===== config.mk =====
export PLATFORM = sky130hd
export DESIGN_NAME = stream_mux_n_to_1
export DESIGN_NICKNAME = d
export VERILOG_FILES = /design/src/rtl/stream_mux_n_to_1.sv
export SDC_FILE = /design/constraint.sdc
export NUM_CORES = 1
export LEC_CHECK = 0
export ABC_AREA = 1
export BUFFER_PORTS_ARGS = -buffer_cell sky130_fd_sc_hd__clkbuf_2
export CAP_MARGIN = 20
export CORE_MARGIN = 5
export CORE_UTILIZATION = 51
export DETAILED_ROUTE_END_ITERATION = 6
export PLACE_DENSITY_LB_ADDON = 0.12
export SYNTH_ARGS = -nofsm -noshare
export SYNTH_HDL_FRONTEND = slang
export SYNTH_SLANG_ARGS = --single-unit

===== constraint.sdc =====
create_clock -name clk -period 5.2 [get_ports clk]
set_input_delay 0.26 -clock clk [delete_from_list [all_inputs] [get_ports clk]]
set_output_delay 0.26 -clock clk [all_outputs]
set_load 0.01 [all_outputs]

===== src/rtl/stream_mux_n_to_1.sv =====
// stream_mux_n_to_1: N-to-1 valid/ready stream mux with select/priority/round-robin arbitration and a registered output stage
module stream_mux_n_to_1 #(
  parameter int WIDTH = 8,
  parameter int N     = 4,
  parameter int SW    = 2
) (
  input  logic             clk,
  input  logic             reset_n,
  input  logic [1:0]       mode,
  input  logic [SW-1:0]    sel,
  input  logic [N-1:0]     in_valid,
  input  logic [N*WIDTH-1:0] in_data,
  output logic [N-1:0]     in_ready,
  output logic             out_valid,
  output logic [WIDTH-1:0] out_data,
  output logic [SW-1:0]    out_chan,
  input  logic             out_ready
);
  logic          can_load;
  logic          gnt_ok;
  logic [SW-1:0] gnt_idx;
  logic [SW-1:0] idx;
  logic [SW-1:0] ptr;
  logic          xfer;
  assign can_load = !out_valid || out_ready;
  assign in_ready = (reset_n && can_load && gnt_ok) ? N'(1) << gnt_idx : '0;
  assign xfer     = |in_ready;
  // arbitration: pick the granted channel for the current mode; descending loops let the lowest search offset win
  always_comb begin
    gnt_ok  = 1'b0;
    gnt_idx = '0;
    idx     = '0;
    if (mode == 2'b00) begin
      gnt_ok  = (32'(sel) < N) && in_valid[sel];
      gnt_idx = sel;
    end else if (mode == 2'b01) begin
      for (int k = N - 1; k >= 0; k--)
        if (in_valid[k]) begin
          gnt_ok  = 1'b1;
          gnt_idx = SW'(k);
        end
    end else if (mode == 2'b10) begin
      for (int i = N - 1; i >= 0; i--) begin
        idx = SW'((int'(ptr) + i) % N);
        if (in_valid[idx]) begin
          gnt_ok  = 1'b1;
          gnt_idx = idx;
        end
      end
    end
  end
  // output register and round-robin pointer; load-while-drain keeps one beat per cycle
  always_ff @(posedge clk or negedge reset_n) begin
    if (!reset_n) begin
      out_valid <= 1'b0;
      out_data  <= '0;
      out_chan  <= '0;
      ptr       <= '0;
    end else if (xfer) begin
      out_valid <= 1'b1;
      out_data  <= in_data[int'(gnt_idx)*WIDTH +: WIDTH];
      out_chan  <= gnt_idx;
      if (mode == 2'b10) ptr <= (gnt_idx == SW'(N - 1)) ? '0 : gnt_idx + 1'b1;
    end else if (out_ready) begin
      out_valid <= 1'b0;
    end
  end
endmodule

==> impl_metrics.ini <==
[drt]
post_drt_wl_per_cell_microns = 10.4
wl_met3_microns = 192
vias_per_cell = 4.74
wl_mm = 3.25
drt-met1-wl_mm = 1.53
vias = 1483
ant_nets = 0
drt-initial-drc-count = 62
first_pass_iters = 7
post-route-drc-count = 0
top_layer_used = met4
routed-wl-met2_mm = 1.51

[synthesis]
yosysWarnings = 0
netlist_area_sq_um = 1290
yosys.cell_types.count = 24
syn_nets = 271
synthCells = 224
syn_area_per_cell_sq_um = 5.78
ys_seq_area_share_pct = 25.1
synth_seq_cells = 13

[grt]
grt_overflow_total = 0
first_global_vias = 1340
antenna_found_initial = 0
grt_pass1_wl_mm = 5.30
track_usage_pct = 18.5
grt_max_degree = 26

[floorplanning]
initial_core_util_pct = 52.8
core_sq_um = 2450
ioPinCount = 58
rows = 18
die_w_microns = 60.4
fp.dieH_microns = 60.4
dieArea_sq_um = 3650

[job]
drv_cap = 0

[status]
status = finished clean

[setup_path]
crit_fanout = 25
worstSetupEndpointType = register
cp-start-kind = register
crit_start = ptr[0]
timing.rr.start = ptr[0]
worstPathArrival_ns = 3.18
r2r-end = ptr[1]
cp.required_ns = 5.40
rr_worst_depth = 19
critical_path_class = reg -> reg
r2r_slack_ns = 2.21

[cts]
h-tree-depth = 1
clock_latency_ns = 0.27
cts_resized = 0
cts_buffers = 3
clockRootBuffer = clkbuf_4
path_clk_slew_ns = 0.08
cts_tree = yes
clockBufferDepth = 2
cts.sinks = 13

[power]
leakage_nw = 1.05
powerDensity_nw_per_um2 = 375
vdd_drop_max_v = 0.000225

[finish]
drive_above_1_share_pct = 25.8
syn2layout_area_growth_pct = 26.5
fin_nets = 331
stdcell_count = 313
antenna_cells = 0
nFillCells = 256

[place]
dp_cells = 308
port_buffers = 57
gp_congestion = 0.903
hpwl_mm = 2.77

[sta]
finalCritPeriodShare_pct = 57.5
maxSlewHeadroom_pct = 75.6
max_freq_mhz = 335
rsz0062_at_grt = no
slew_violations = 0
setup_violations = 0
hold_viol = 0
clock_skew_ns = 0.00338
min_period_ns = 2.99
tightestPinTransition_ns = 0.366
fin_setup_tns_ns = 0

[worst_hold_path]
holdPathEnd = out_valid
min_from = out_ready
min_path_type = in -> reg
worstHoldPathCells = 2
cells by family (layout without fill, tap and decap cells):
logic type / count (synthesis) / in the layout / share of synthesized area [%]
compound gates: 20 / 20 / 8.50
fa+ha+maj: 4 / 4 / 3.86
buf+inv: 52 / 111 / 16.7
flops: 13 / 13 / 25.1
simple gates: 135 / 135 / 45.8
worst max-delay path by stage:
stage                   to  slack [ns]
5_1_grt             ptr[1]        1.88
6_report            ptr[1]        2.21
4_1_cts             ptr[1]        2.22
2_1_floorplan    out_valid        2.51
3_3_place_gp   out_data[6]        2.36
3_5_place_dp        ptr[1]        2.24
timing repair:
action | CTS | global route
hold buffers | 1 | 0
setup endpoints to repair | 0 | 0
endpoints found under the hold margin | 13 | 0
buffers inserted | 0 | 0
metrics by stage:
stage          hold WS (ns)  setup WS [ns]  utilization, %  area [sq um]  power [mW]
6_report              0.183           2.21            66.7          1640       0.615
4_1_cts               0.183           2.22            66.7          1640       0.618
5_1_grt               0.187           1.88            66.7          1640       0.680
2_1_floorplan       -0.0356           2.51               -          1290       0.448
3_5_place_dp          0.177           2.24            65.2          1600       0.554
3_3_place_gp          0.175           2.36            65.2          1600       0.549
critical path: stages, from the launching register on:
cell     delay, ns
dfrtp_1       0.51
inv_6         0.14
nand2_1       0.05
nand2_1       0.09
nand2_1       0.05
nand2_1       0.07
nand2_1       0.07
nand2_1       0.06
nand2_1       0.06
nand3_2       0.08
nand2_4       0.08
nand2_4       0.21
inv_1         0.19
ha_1          0.27
o41ai_2       0.34
buf_4         0.23
inv_1         0.10
nand2_1       0.13
nor2_1        0.06
a21oi_1       0.12
routing by layer:
| metal | vias to the layer above | GRT usage [%] |
|---|---|---|
| li1 | 804 | - |
| met4 | 0 | 3.48 |
| met1 | 631 | 26.2 |
| met2 | 46 | 30.1 |
| met3 | 2 | 2.98 |
| met5 | - | 0 |
final cells by class:
cell class,count,area (sq um),area share (%)
tap,30,37.5,2.29
sequential,13,325,19.9
timing repair buffer,59,303,18.5
multi-input combinational,159,761,46.4
inverter,48,185,11.3
clock buffer,4,26.3,1.60
report_power, final:
part	internal, mW	total [mW]	leakage (nW)	switching, mW
registers	0.148	0.188	0.159	0.0405
clock network	0.0297	0.0624	0.0150	0.0327
logic	0.140	0.364	0.875	0.224
Yosys cell counts:
master / n / area, sq um
a21oi_1: 3 / 15.0
dfrtp_1: 13 / 325
ha_1: 4 / 50.1
o21ai_0: 10 / 50.1
clkbuf_1: 1 / 3.75
inv_2: 1 / 3.75
a31oi_1: 1 / 6.26
inv_1: 46 / 173
o21a_1: 1 / 7.51
nand2_1: 73 / 274
nand2_4: 2 / 22.5
nand4_1: 1 / 6.26
nand2_2: 2 / 12.5
or2_0: 2 / 12.5
or2_2: 3 / 18.8
buf_2: 1 / 5.00
nor2_1: 19 / 71.3
inv_6: 1 / 8.76
o21ai_1: 3 / 15.0
a21boi_0: 1 / 7.51
o41ai_1: 1 / 8.76
nand3_2: 2 / 20.0
nand3_1: 31 / 155
buf_6: 2 / 22.5
layout by cell type, fill, tap and decap left out, drive strengths merged:
master | Yosys | routed
inv | 48 | 48
nand4 | 1 | 1
o41ai | 1 | 1
nand2 | 77 | 77
buf | 3 | 1
dlygate4sd3 | 0 | 1
o21ai | 13 | 13
a21oi | 3 | 3
dfrtp | 13 | 13
a21boi | 1 | 1
nor2 | 19 | 19
or2 | 5 | 5
a31oi | 1 | 1
clkbuf | 1 | 61
nand3 | 33 | 33
o21a | 1 | 1
ha | 4 | 4
registers in the layout (all words and copies together) (netlist names):
name and count:
out_chan 2, out_valid 1, out_data 8, ptr 2
Note: power is estimated with default switching activity, not from simulation.
